$ cat src/rtl/gate_scan_controller_if.sv
// Bundles the scan request, expected table, gate feedback and scan results.
// The slave modport is the controller side; the master side drives start,
// exp_table and the gate output Y.
interface gate_scan_controller_if;
  logic       start;
  logic [3:0] exp_table;
  logic       Y;
  logic       A;
  logic       B;
  logic       busy;
  logic       done;
  logic [3:0] result;
  logic       pass;
  logic [2:0] err_count;

  modport slave (
    input  start, exp_table, Y,
    output A, B, busy, done, result, pass, err_count
  );

  modport master (
    output start, exp_table, Y,
    input  A, B, busy, done, result, pass, err_count
  );
endinterface

$ cat src/rtl/gate_scan_controller.sv
// Exhaustive test controller for a 2-input gate. Each of the four {A,B}
// vectors is held for SETTLE_CYCLES cycles (legal range 1..15), then Y is
// sampled one cycle later and compared with a table latched at start.
// Optional build macro: STOP_ON_MISMATCH_EN ends the scan at the first
// mismatching vector instead of scanning all four.
module gate_scan_controller #(
  parameter int unsigned SETTLE_CYCLES = 1
) (
  input logic                   clk,
  input logic                   reset,
  gate_scan_controller_if.slave bus
);

  typedef enum logic [1:0] {StIdle, StDrive, StSample, StDone} state_e;

  localparam logic [3:0] CntLast = 4'(SETTLE_CYCLES - 1);

  state_e     r_state;
  logic [1:0] r_idx;
  logic [3:0] r_cnt;
  logic [3:0] r_exp;
  logic [3:0] r_result;
  logic       r_pass;
  logic [2:0] r_err;

  state_e     w_state_next;
  logic [1:0] w_idx_next;
  logic [3:0] w_cnt_next;
  logic [3:0] w_exp_next;
  logic [3:0] w_result_next;
  logic       w_pass_next;
  logic [2:0] w_err_next;
  logic [3:0] w_result_upd;
  logic       w_mismatch;

  // State and datapath registers; reset clears everything immediately.
  always_ff @(posedge clk or posedge reset) begin
    if (reset) begin
      r_state  <= StIdle;
      r_idx    <= 2'd0;
      r_cnt    <= 4'd0;
      r_exp    <= 4'd0;
      r_result <= 4'd0;
      r_pass   <= 1'b0;
      r_err    <= 3'd0;
    end else begin
      r_state  <= w_state_next;
      r_idx    <= w_idx_next;
      r_cnt    <= w_cnt_next;
      r_exp    <= w_exp_next;
      r_result <= w_result_next;
      r_pass   <= w_pass_next;
      r_err    <= w_err_next;
    end
  end

  // Next-state logic: settle counting, sampling, scoring and scan sequencing.
  always_comb begin
    w_state_next  = r_state;
    w_idx_next    = r_idx;
    w_cnt_next    = r_cnt;
    w_exp_next    = r_exp;
    w_result_next = r_result;
    w_pass_next   = r_pass;
    w_err_next    = r_err;

    // Result as it will look once the current vector's Y is captured.
    w_result_upd        = r_result;
    w_result_upd[r_idx] = bus.Y;
    w_mismatch          = (bus.Y != r_exp[r_idx]);

    unique case (r_state)
      StIdle: begin
        if (bus.start) begin
          w_state_next  = StDrive;
          w_idx_next    = 2'd0;
          w_cnt_next    = 4'd0;
          w_exp_next    = bus.exp_table;
          w_result_next = 4'd0;
          w_err_next    = 3'd0;
          w_pass_next   = 1'b0;
        end
      end
      StDrive: begin
        if (r_cnt == CntLast) begin
          w_state_next = StSample;
          w_cnt_next   = 4'd0;
        end else begin
          w_cnt_next = r_cnt + 4'd1;
        end
      end
      StSample: begin
        w_result_next = w_result_upd;
        if (w_mismatch) begin
          w_err_next = r_err + 3'd1;
        end
`ifdef STOP_ON_MISMATCH_EN
        if (w_mismatch) begin
          w_state_next = StDone;
          w_pass_next  = 1'b0;
        end else if (r_idx == 2'd3) begin
          w_state_next = StDone;
          w_pass_next  = (w_result_upd == r_exp);
        end else begin
          w_state_next = StDrive;
          w_idx_next   = r_idx + 2'd1;
        end
`else
        if (r_idx == 2'd3) begin
          w_state_next = StDone;
          w_pass_next  = (w_result_upd == r_exp);
        end else begin
          w_state_next = StDrive;
          w_idx_next   = r_idx + 2'd1;
        end
`endif
      end
      StDone: begin
        w_state_next = StIdle;
      end
      default: begin
        w_state_next = StIdle;
      end
    endcase
  end

  // Moore outputs; the vector is only presented while driving or sampling.
  always_comb begin
    bus.busy      = (r_state != StIdle);
    bus.done      = (r_state == StDone);
    bus.A         = 1'b0;
    bus.B         = 1'b0;
    if (r_state == StDrive || r_state == StSample) begin
      bus.A = r_idx[1];
      bus.B = r_idx[0];
    end
    bus.result    = r_result;
    bus.pass      = r_pass;
    bus.err_count = r_err;
  end

endmodule

$ cat src/flat_wrapper.sv
// flat-port wrapper written by rule: the top's interface ports become plain ports
module gate_scan_controller_flat 
#(
  parameter int unsigned SETTLE_CYCLES = 1
)
  (clk, reset, bus_start, bus_exp_table, bus_Y, bus_A, bus_B, bus_busy, bus_done, bus_result, bus_pass, bus_err_count);
  gate_scan_controller_if bus_i ();
  input logic clk;
  input logic reset;
  input wire logic [$bits(bus_i.start)-1:0] bus_start;
  input wire logic [$bits(bus_i.exp_table)-1:0] bus_exp_table;
  input wire logic [$bits(bus_i.Y)-1:0] bus_Y;
  output wire logic [$bits(bus_i.A)-1:0] bus_A;
  output wire logic [$bits(bus_i.B)-1:0] bus_B;
  output wire logic [$bits(bus_i.busy)-1:0] bus_busy;
  output wire logic [$bits(bus_i.done)-1:0] bus_done;
  output wire logic [$bits(bus_i.result)-1:0] bus_result;
  output wire logic [$bits(bus_i.pass)-1:0] bus_pass;
  output wire logic [$bits(bus_i.err_count)-1:0] bus_err_count;
  assign bus_i.start = bus_start;
  assign bus_i.exp_table = bus_exp_table;
  assign bus_i.Y = bus_Y;
  assign bus_A = bus_i.A;
  assign bus_B = bus_i.B;
  assign bus_busy = bus_i.busy;
  assign bus_done = bus_i.done;
  assign bus_result = bus_i.result;
  assign bus_pass = bus_i.pass;
  assign bus_err_count = bus_i.err_count;
  gate_scan_controller #(.SETTLE_CYCLES(SETTLE_CYCLES)) u_core (.clk(clk), .reset(reset), .bus(bus_i));
endmodule
$ cat config.mk
export PLATFORM = sky130hd
export DESIGN_NAME = gate_scan_controller_flat
export DESIGN_NICKNAME = d
export VERILOG_FILES = /design/src/rtl/gate_scan_controller_if.sv /design/src/rtl/gate_scan_controller.sv /design/src/flat_wrapper.sv
export SDC_FILE = /design/constraint.sdc
export NUM_CORES = 1
export LEC_CHECK = 0
export BUFFER_PORTS_ARGS = -buffer_cell sky130_fd_sc_hd__buf_2
export CORE_UTILIZATION = 35
export DETAILED_ROUTE_END_ITERATION = 6
export SKIP_LAST_GASP = 1
export SYNTH_ARGS = -nofsm -noshare
export SYNTH_HDL_FRONTEND = slang
export SYNTH_SLANG_ARGS = --single-unit
$ cat constraint.sdc
create_clock -name clk -period 3 [get_ports clk]
set_clock_uncertainty 0.1 [all_clocks]
set_input_delay 0.45 -clock clk [delete_from_list [all_inputs] [get_ports clk]]
set_output_delay 0.45 -clock clk [all_outputs]
set_load 0.05 [all_outputs]
# [Word-level counts from Yosys, hierarchy flattened]
# Cells that the tools add are included.
[op_classes] addsub=3 magnitude_cmp=2 eq_ne=11 n_mux=24 n_reduce_logical=14
[op_table] op="4-bit one-hot mux with 2 select lines" n=2
[op_table] op="2-bit two-way mux" n=5
[op_table] op="3-bit AND reduction" n=3
[op_table] op="4-bit two-way mux" n=2
[op_table] op="2-bit one-hot mux with 4 select lines" n=1
[op_table] op="2-bit AND reduction" n=4
[op_table] op="2-bit equality test, second input constant" n=3
[op_table] op="1-bit two-way mux" n=6
[op_table] op="3-bit two-way mux" n=2
[op_table] op="2-bit by 1-bit inequality test with 1-bit output, second input constant" n=3
[op_table] op="3-bit one-hot mux with 2 select lines" n=1
[op_table] op="2-bit nonzero test" n=3
[op_table] op="4-bit by 1-bit adder with 4-bit output, second input constant" n=1
[op_table] op="4-bit bitwise mux" n=1
[op_table] op="4-bit equality test" n=1
[op_table] op="4-bit zero test" n=1
[op_table] op="2-bit inequality test, second input constant" n=2
[op_table] op="2-bit one-hot mux with 2 select lines" n=1
[op_table] op="3-bit by 1-bit adder with 3-bit output, second input constant" n=1
[op_table] op="2-bit by 3-bit less-than comparator with 1-bit output, second input constant" n=1
[op_table] op="2-bit by 1-bit adder with 2-bit output, second input constant" n=1
[op_table] op="1-bit binary-select mux with 2-bit select" n=1
[op_table] op="1-bit demux with 2-bit select" n=1
[op_table] op="2-bit by 1-bit equality test with 1-bit output, second input constant" n=1
[op_table] op="other kinds (6)" n=6
[word_totals] register_bits=20 input_bits=8 output_inout_bits=12 elab_cells=61

# [Depth between registers and ports, before layout]
# Gate-level depths: netlist of run 1.
[logic_depth] depth_word=8 ltp_mapped=8 depth_no_buf=7

# [Worst setup path before layout of run 1]
# No wires, ideal clock.
[synth_path] path_type="flip-flop to flip-flop" startpoint="register u_core.r_state[0]" endpoint="register u_core.r_pass (netlist: u_core.bus.pass)" setup_ns=0.068 arrival_ns=1.822 t_required_ns=2.832 path_slack_ns=1.009 stages_incl_launch_ff=8 n_path_buf=1 period_less_slack_ns=1.991 cell_sequence="dfrtp_1 -> inv_1 -> ha_1 -> buf_4 -> inv_1 -> nor2_2 -> nor4_1 -> a32o_1"
[synth_between] elab_chain_cells=3 word_cells_on_any_way=7 classes_between="3 x eq/ne; 1 x mux; 3 x reduce/logical"
[synth_lines] item="start, declared" line="gate_scan_controller.sv:18" source="state_e r_state;"
[synth_lines] item="start signal, assigned" line="gate_scan_controller.sv:39" source="r_state <= StIdle;"
[synth_lines] item="start signal, assigned" line="gate_scan_controller.sv:47" source="r_state <= w_state_next;"
[synth_lines] item="2-bit equality test or 2-bit zero test (tied branches)" line="gate_scan_controller.sv:72" source="unique case (r_state)"
[synth_lines] item="2-bit by 1-bit inequality test with 1-bit output (no source line), or another cell as far along"
[synth_lines] item="3-bit AND reduction (no source line)"
[synth_lines] item="end signal, assigned" line="gate_scan_controller.sv:52" source="r_pass <= w_pass_next;"
[synth_lines] item="end, declared" line="gate_scan_controller.sv:23" source="logic r_pass;"
# Several ways; a longest one is shown, not always the timed one.
# A chain may end at the register's enable or synchronous reset.

# [Worst setup path after layout of run 1]
[layout_path] startpoint="register u_core.r_state[0]" endpoint="register u_core.r_err[2] (netlist: u_core.bus.err_count[2])"
[layout_between] elab_chain_cells=3 word_cells_on_any_way=7 classes_between="3 x eq/ne; 1 x mux; 3 x reduce/logical"
[layout_lines] item="2-bit equality test or 2-bit zero test (tied branches)" line="gate_scan_controller.sv:72"
[layout_lines] item="2-bit by 1-bit inequality test with 1-bit output (no source line), or another cell as far along"
[layout_lines] item="3-bit AND reduction (no source line)"
[layout_lines] item="end signal, assigned" line="gate_scan_controller.sv:53" source="r_err <= w_err_next;"
[layout_lines] item="end, declared" line="gate_scan_controller.sv:24" source="logic [2:0] r_err;"
# Several ways; a longest one is shown, not always the timed one.

==> impl_metrics.ini, run 1 <==
[floorplanning]
fp.coreArea_um2 = 3690
rows = 22
die_w_um = 64.1
fp.dieH_um = 64.1
start_util_pct = 36.6
die-area_um2 = 4110
num_io_pins = 20

[outcome]
status = complete, no violations

[worst_setup_path]
crit_fanout = 14
r2r-end = u_core.bus.err_count[2]$_DFFE_PP0P_
arrival_ns = 2.24
cp.required_ns = 3.05
reg2regPathDepth = 7
crit_type = flip-flop to flip-flop
cp-start-kind = flip-flop
reg2reg_slack_ns = 0.81
r2r-start = u_core.r_state[0]$_DFFE_PP0P_
critPathCaptureType = flip-flop

[layout]
final_cells = 203
insertedDiodeCount = 0
syn2layout_area_growth_pct = 12.7
final_nets = 176
drive_above_1_share_pct = 22.6

[sta]
final-hold-violation-count = 0
fin_crit_sh_pct = 72.9
rsz0062_at_grt = no
worst_slack_ns = 0.814
drv_slew = 0
hold_ws_ns = 0.227
setup_violations = 0
finalSetupTns_ns = 0
min_period_ns = 2.19
fmax_mhz = 457
relSlewSlack_pct = 47.3
tightest_slew_ns = 0.790

[clocking]
cts_resized = 0
htreeDepth = 1
cts_buffers = 3
post_cts_buffers = 0
clk_path_buf_depth = 2
cts_tree = built
cts_root_buf = clkbuf_8
clkLatencyLatePin_ns = 0.26
cts.sinks = 20
clk_pin_slew_worst_paths_ns = 0.07
ctsHoldBuffers = 0

[global_route]
antenna_found_initial = 0
grt_usage_pct = 15.8
grt_pass1_vias = 1126
grt_overflow = 0
grt_pass1_wl_um = 5020
grt_max_degree = 21

[routing]
avgRoutedWirePerCell_um = 13.6
drt-total-wl_um = 2760
routed_via_density = 5.22
first_iter_violations = 25
drtPass1Iterations = 4
vias = 1060
route.detailed.drc = 0
antenna_left = 0

[placement]
hpwlAfterDp_um = 2030
dp.cells = 199
gp_congestion = 0.899
place_ws_ns = 0.819
port_buffers = 19

[synth]
yosysWarnings = 0
synth_cells = 139
post_synth_num_cell_types = 42
synth_seq_area_share_pct = 37.1
synth-seq-cells = 20
avgSynthCellArea_um2 = 9.70
syn-num-nets = 159
synth_area_um2 = 1350

[power]
power_mw = 1.65
p_per_area_nw_per_um2 = 1090
leakagePower_nw = 0.711
ir_drop_uv = 401

[job]
maxCapViolations = 0

[hold_path]
hold_class = primary input to async pin
[how the worst max path moves through the flow]
stage	cells past startpoint	end	slack (ns)	startpoint
4_1_cts	7	u_core.bus.err_count[2]$_DFFE_PP0P_	0.81	u_core.r_state[0]$_DFFE_PP0P_
5_1_grt	7	u_core.bus.err_count[0]$_DFFE_PP0P_	0.49	u_core.r_state[0]$_DFFE_PP0P_
3_3_place_gp	7	u_core.bus.err_count[2]$_DFFE_PP0P_	0.89	u_core.r_state[0]$_DFFE_PP0P_
3_5_place_dp	7	u_core.bus.err_count[2]$_DFFE_PP0P_	0.82	u_core.r_state[0]$_DFFE_PP0P_
2_1_floorplan	7	u_core.bus.pass$_DFFE_PP0P_	1.01	u_core.r_state[0]$_DFFE_PP0P_
6_report	7	u_core.bus.err_count[2]$_DFFE_PP0P_	0.81	u_core.r_state[0]$_DFFE_PP0P_
[stage by stage]
stage / util (%) / area [µm²]
after global routing: 41.2 / 1520
after CTS: 41.2 / 1520
final: 41.2 / 1520
after floorplan: - / 1350
after global placement: 39.7 / 1470
after detailed placement: 39.7 / 1470
[Yosys cell counts (all sizes together)]
cell | count | share of area, %
o41ai | 1 | 0.65
o2bb2ai | 1 | 1.1
a22oi | 1 | 0.56
nand2b | 2 | 1.5
nand2 | 10 | 3.0
a32o | 1 | 0.74
a21oi | 8 | 3.0
a22o | 1 | 0.65
o221ai | 4 | 2.6
mux2i | 5 | 3.7
a211oi | 1 | 0.56
o221a | 1 | 1.5
inv | 10 | 2.8
xnor2 | 3 | 1.9
a31oi | 4 | 1.9
or2 | 1 | 0.46
buf | 3 | 1.8
o21ai | 14 | 5.5
nor3 | 2 | 0.74
mux2 | 4 | 3.3
dfrtp | 20 | 37
a21o | 1 | 0.56
nand3b | 1 | 0.56
ha | 12 | 11
nor2b | 3 | 1.4
a21boi | 1 | 0.83
nor4 | 1 | 0.46
o2111ai | 1 | 0.65
a32oi | 2 | 1.3
nor2 | 5 | 1.6
and3 | 4 | 1.9
clkbuf | 4 | 1.1
and2 | 2 | 0.93
nand3 | 2 | 0.74
xor2 | 3 | 1.9
[metal layers]
metal | vias up | wire, µm | global-route usage [%]
met2 | 27 | 1330 | 25.8
met5 | - | 0 | 0
li1 | 531 | - | -
met1 | 500 | 1310 | 20.6
met3 | 2 | 96 | 2.86
met4 | 0 | 18 | 6.25
[kinds of logic (layout without fill, tap and decap cells)]
family	count (synthesis)	count (layout)	share of synthesized area, %
xor gates and xnor gates	6	6	3.90
and+or+nand+nor	33	33	13.2
DFF	20	20	37.1
adders and majority gates	12	12	11.1
AOI/OAI and AO/OA	42	42	22.0
muxes	9	9	7.05
buffers and inverters	17	33	5.66
[layout make-up]
cell class / instances / area [µm²]
Fill cell: 371 / 2170
Multi-Input combinational cell: 102 / 772
Sequential cell: 20 / 500
Timing Repair Buffer: 19 / 95.1
Tap cell: 48 / 60.1
Clock buffer: 4 / 55.1
Inverter: 10 / 37.5
[critical path, cell delays in order, from the launching register on]
cell and delay (ns):
dfrtp_1 0.42, inv_1 0.13, ha_1 0.43, inv_1 0.30, o21ai_0 0.26, o221a_4 0.25, o21ai_2 0.06, o2bb2ai_2 0.12
[placed cells by master, fill, tap and decap left out, types with 2 or more instances in the layout]
cell       n
xnor2_1    3
and3_1     4
clkbuf_8   4
nor3_1     2
mux2i_1    5
nor2_1     4
dfrtp_1   20
buf_2     19
o21ai_0   12
and2_1     2
inv_1     10
mux2_2     4
xor2_1     3
a21oi_1    8
o221ai_1   4
ha_1      12
nand3_1    2
a31oi_1    4
nor2b_1    3
nand2_1    9
a32oi_1    2
[where the power goes]
part           internal (mW)  switching (mW)
combinational          0.350           0.622
clock                  0.117          0.0887
sequential             0.364           0.112
total                  0.831           0.823
[flip-flops by register name, summed over array words and instances, names as in the netlist]
signal	cells
u_core.r_cnt	4
u_core.bus.result	4
u_core.bus.err_count	3
u_core.bus.pass	1
u_core.r_state	2
u_core.r_idx	2
u_core.r_exp	4
Power figures use the tool's default switching activity.
==> run 2: changes to the inputs <==
Clock period 3 ns to 1.8 ns, I/O delays scaled along.
==> impl_metrics.ini, run 2 (synthesis gave the netlist of run 1 again) <==
[outcome]
status = complete, no violations

[clocking]
htreeDepth = 1
cts_root_buf = clkbuf_8
clk_path_buf_depth = 2
clk_pin_slew_worst_paths_ns = 0.08
cts_buffers = 3
cts.sinks = 20
cts_tree = built
clkLatencyLatePin_ns = 0.26

[sta]
final-hold-violation-count = 0
fin_crit_sh_pct = 96.6
fmax_mhz = 575
setup_violations = 0
tightest_slew_ns = 0.413
worst_slack_ns = 0.0613
hold_ws_ns = 0.134
drv_slew = 0
min_period_ns = 1.74
relSlewSlack_pct = 72.5

[layout]
final_cell_mix = dfrtp_1 (19), buf_2 (16), buf_4 (13), o21ai_0 (12), ha_1 (11)
final_common_cell = dfrtp_1
final_nets = 190
drive_above_1_share_pct = 33.1
insertedDiodeCount = 0
syn2layout_area_growth_pct = 25.2
fin_area_um2 = 1690

[routing]
drt-total-wl_um = 2980
drtPass1Iterations = 4
routed_via_density = 5.19
route.detailed.drc = 0
first_iter_violations = 58
vias = 1126
avgRoutedWirePerCell_um = 13.7
antenna_left = 0

[floorplanning]
fp.dieH_um = 64.1
fp.coreArea_um2 = 3690
num_io_pins = 20
die_w_um = 64.1
start_util_pct = 36.6
die-area_um2 = 4110
rows = 22

[global_route]
grt_max_degree = 21
grt_usage_pct = 15.8
top_usage_layer = met2
grt_pass1_vias = 1124
grt_pass1_wl_um = 5010
met1_usage_pct = 20.2
use_met2_pct = 26.3
grt_util_met3_pct = 3.04
grt_overflow = 0
antenna_found_initial = 0

[worst_setup_path]
cp-start-kind = flip-flop
critPathCaptureType = output pin
crit_type = flip-flop to output pin
cp.required_ns = 1.43
crit_fanout = 4
arrival_ns = 1.37

[power]
p_per_area_nw_per_um2 = 1840
p_int_mw = 1.61
ir_drop_uv = 736
p_comb_share_pct = 64.0
clkPwrFrac_pct = 11.3
swShare_pct = 48.2
switching_power_mw = 1.49
leakagePower_nw = 0.785
seqPwrFrac_pct = 24.6

[placement]
place_area_um2 = 1550
place_ws_ns = 0.00988
port_buffers = 19
hpwlAfterDp_um = 2240
gp_congestion = 0.908

[job]
maxCapViolations = 0

[hold_path]
hold_class = primary input to flip-flop
## run 2: changes by cell type in the layout (fill, tap and decap cells not counted), moves of 2 or more
cell / change
buf_2: -3
buf_4: +13
clkbuf_4: +2
inv_1: -3
inv_2: +2
## run 2: power groups by stage
stage | Clock (mW) | Combinational [mW] | Sequential [mW]
after floorplan | 0 | 1.28 | 0.894
after global placement | 0 | 1.76 | 0.763
after detailed placement | 0 | 1.79 | 0.777
after CTS | 0.360 | 1.87 | 0.768
after global routing | 0.382 | 2.15 | 0.785
final | 0.352 | 1.98 | 0.764
## run 2: timing repair
| action | CTS | global route |
|---|---|---|
| hold buffers | 1 | 0 |
| buffers inserted | 2 | 3 |
| endpoints found under the hold margin | 20 | 0 |
| setup endpoints to repair | 2 | 10 |
| resized for setup | 3 | 7 |
| pin swaps | 1 | 2 |
## run 2: layer usage
metal | wire [µm] | up-vias | share of wire [%]
met5 | 0 | - | 0
met4 | 36 | 0 | 1.2
met3 | 133 | 5 | 4.5
met2 | 1380 | 31 | 46
met1 | 1430 | 528 | 48
li1 | - | 562 | -
## run 2: worst max-delay path: stages (launching register included)
cell,delay [ns]
dfrtp_1,0.42
inv_2,0.08
ha_4,0.26
and2_1,0.12
clkbuf_4,0.22
## run 2: cell type report
cell class / instances / area, µm²
tap: 48 / 60.1
sequential: 20 / 502
timing repair buffer: 33 / 214
inverter: 10 / 41.3
multi-input combinational: 102 / 817
fill: 372 / 2000
clock buffer: 4 / 55.1
## run 2: worst paths after layout
path | start | endpoint | slack, ns | cells after the start
worst max-delay path | u_core.r_state[0]$_DFFE_PP0P_ | bus_B | 0.06 | 4
worst min-delay path | bus_exp_table[3] | u_core.r_exp[3]$_DFFE_PP0P_ | 0.13 | 2
worst max register to register | u_core.r_state[1]$_DFFE_PP0P_ | u_core.r_cnt[3]$_DFFE_PP0P_ | 0.08 | 7
worst min register to register | u_core.bus.err_count[0]$_DFFE_PP0P_ | u_core.bus.err_count[0]$_DFFE_PP0P_ | 0.41 | 1
max in group asynchronous | reset | u_core.r_state[1]$_DFFE_PP0P_ | 0.91 | 4
min in group asynchronous | reset | u_core.r_state[0]$_DFFE_PP0P_ | 0.47 | 4
## run 2: stage by stage
step           total power [mW]  instances  setup TNS (ns)  utilization [%]
4_1_cts                    3.00        214               0             44.5
6_report                   3.10        217               0             45.8
3_3_place_gp               2.53        207               0             41.9
5_1_grt                    3.32        217        -0.00185             45.8
3_5_place_dp               2.57        207               0             41.9
2_1_floorplan              2.18        139          -0.182                -
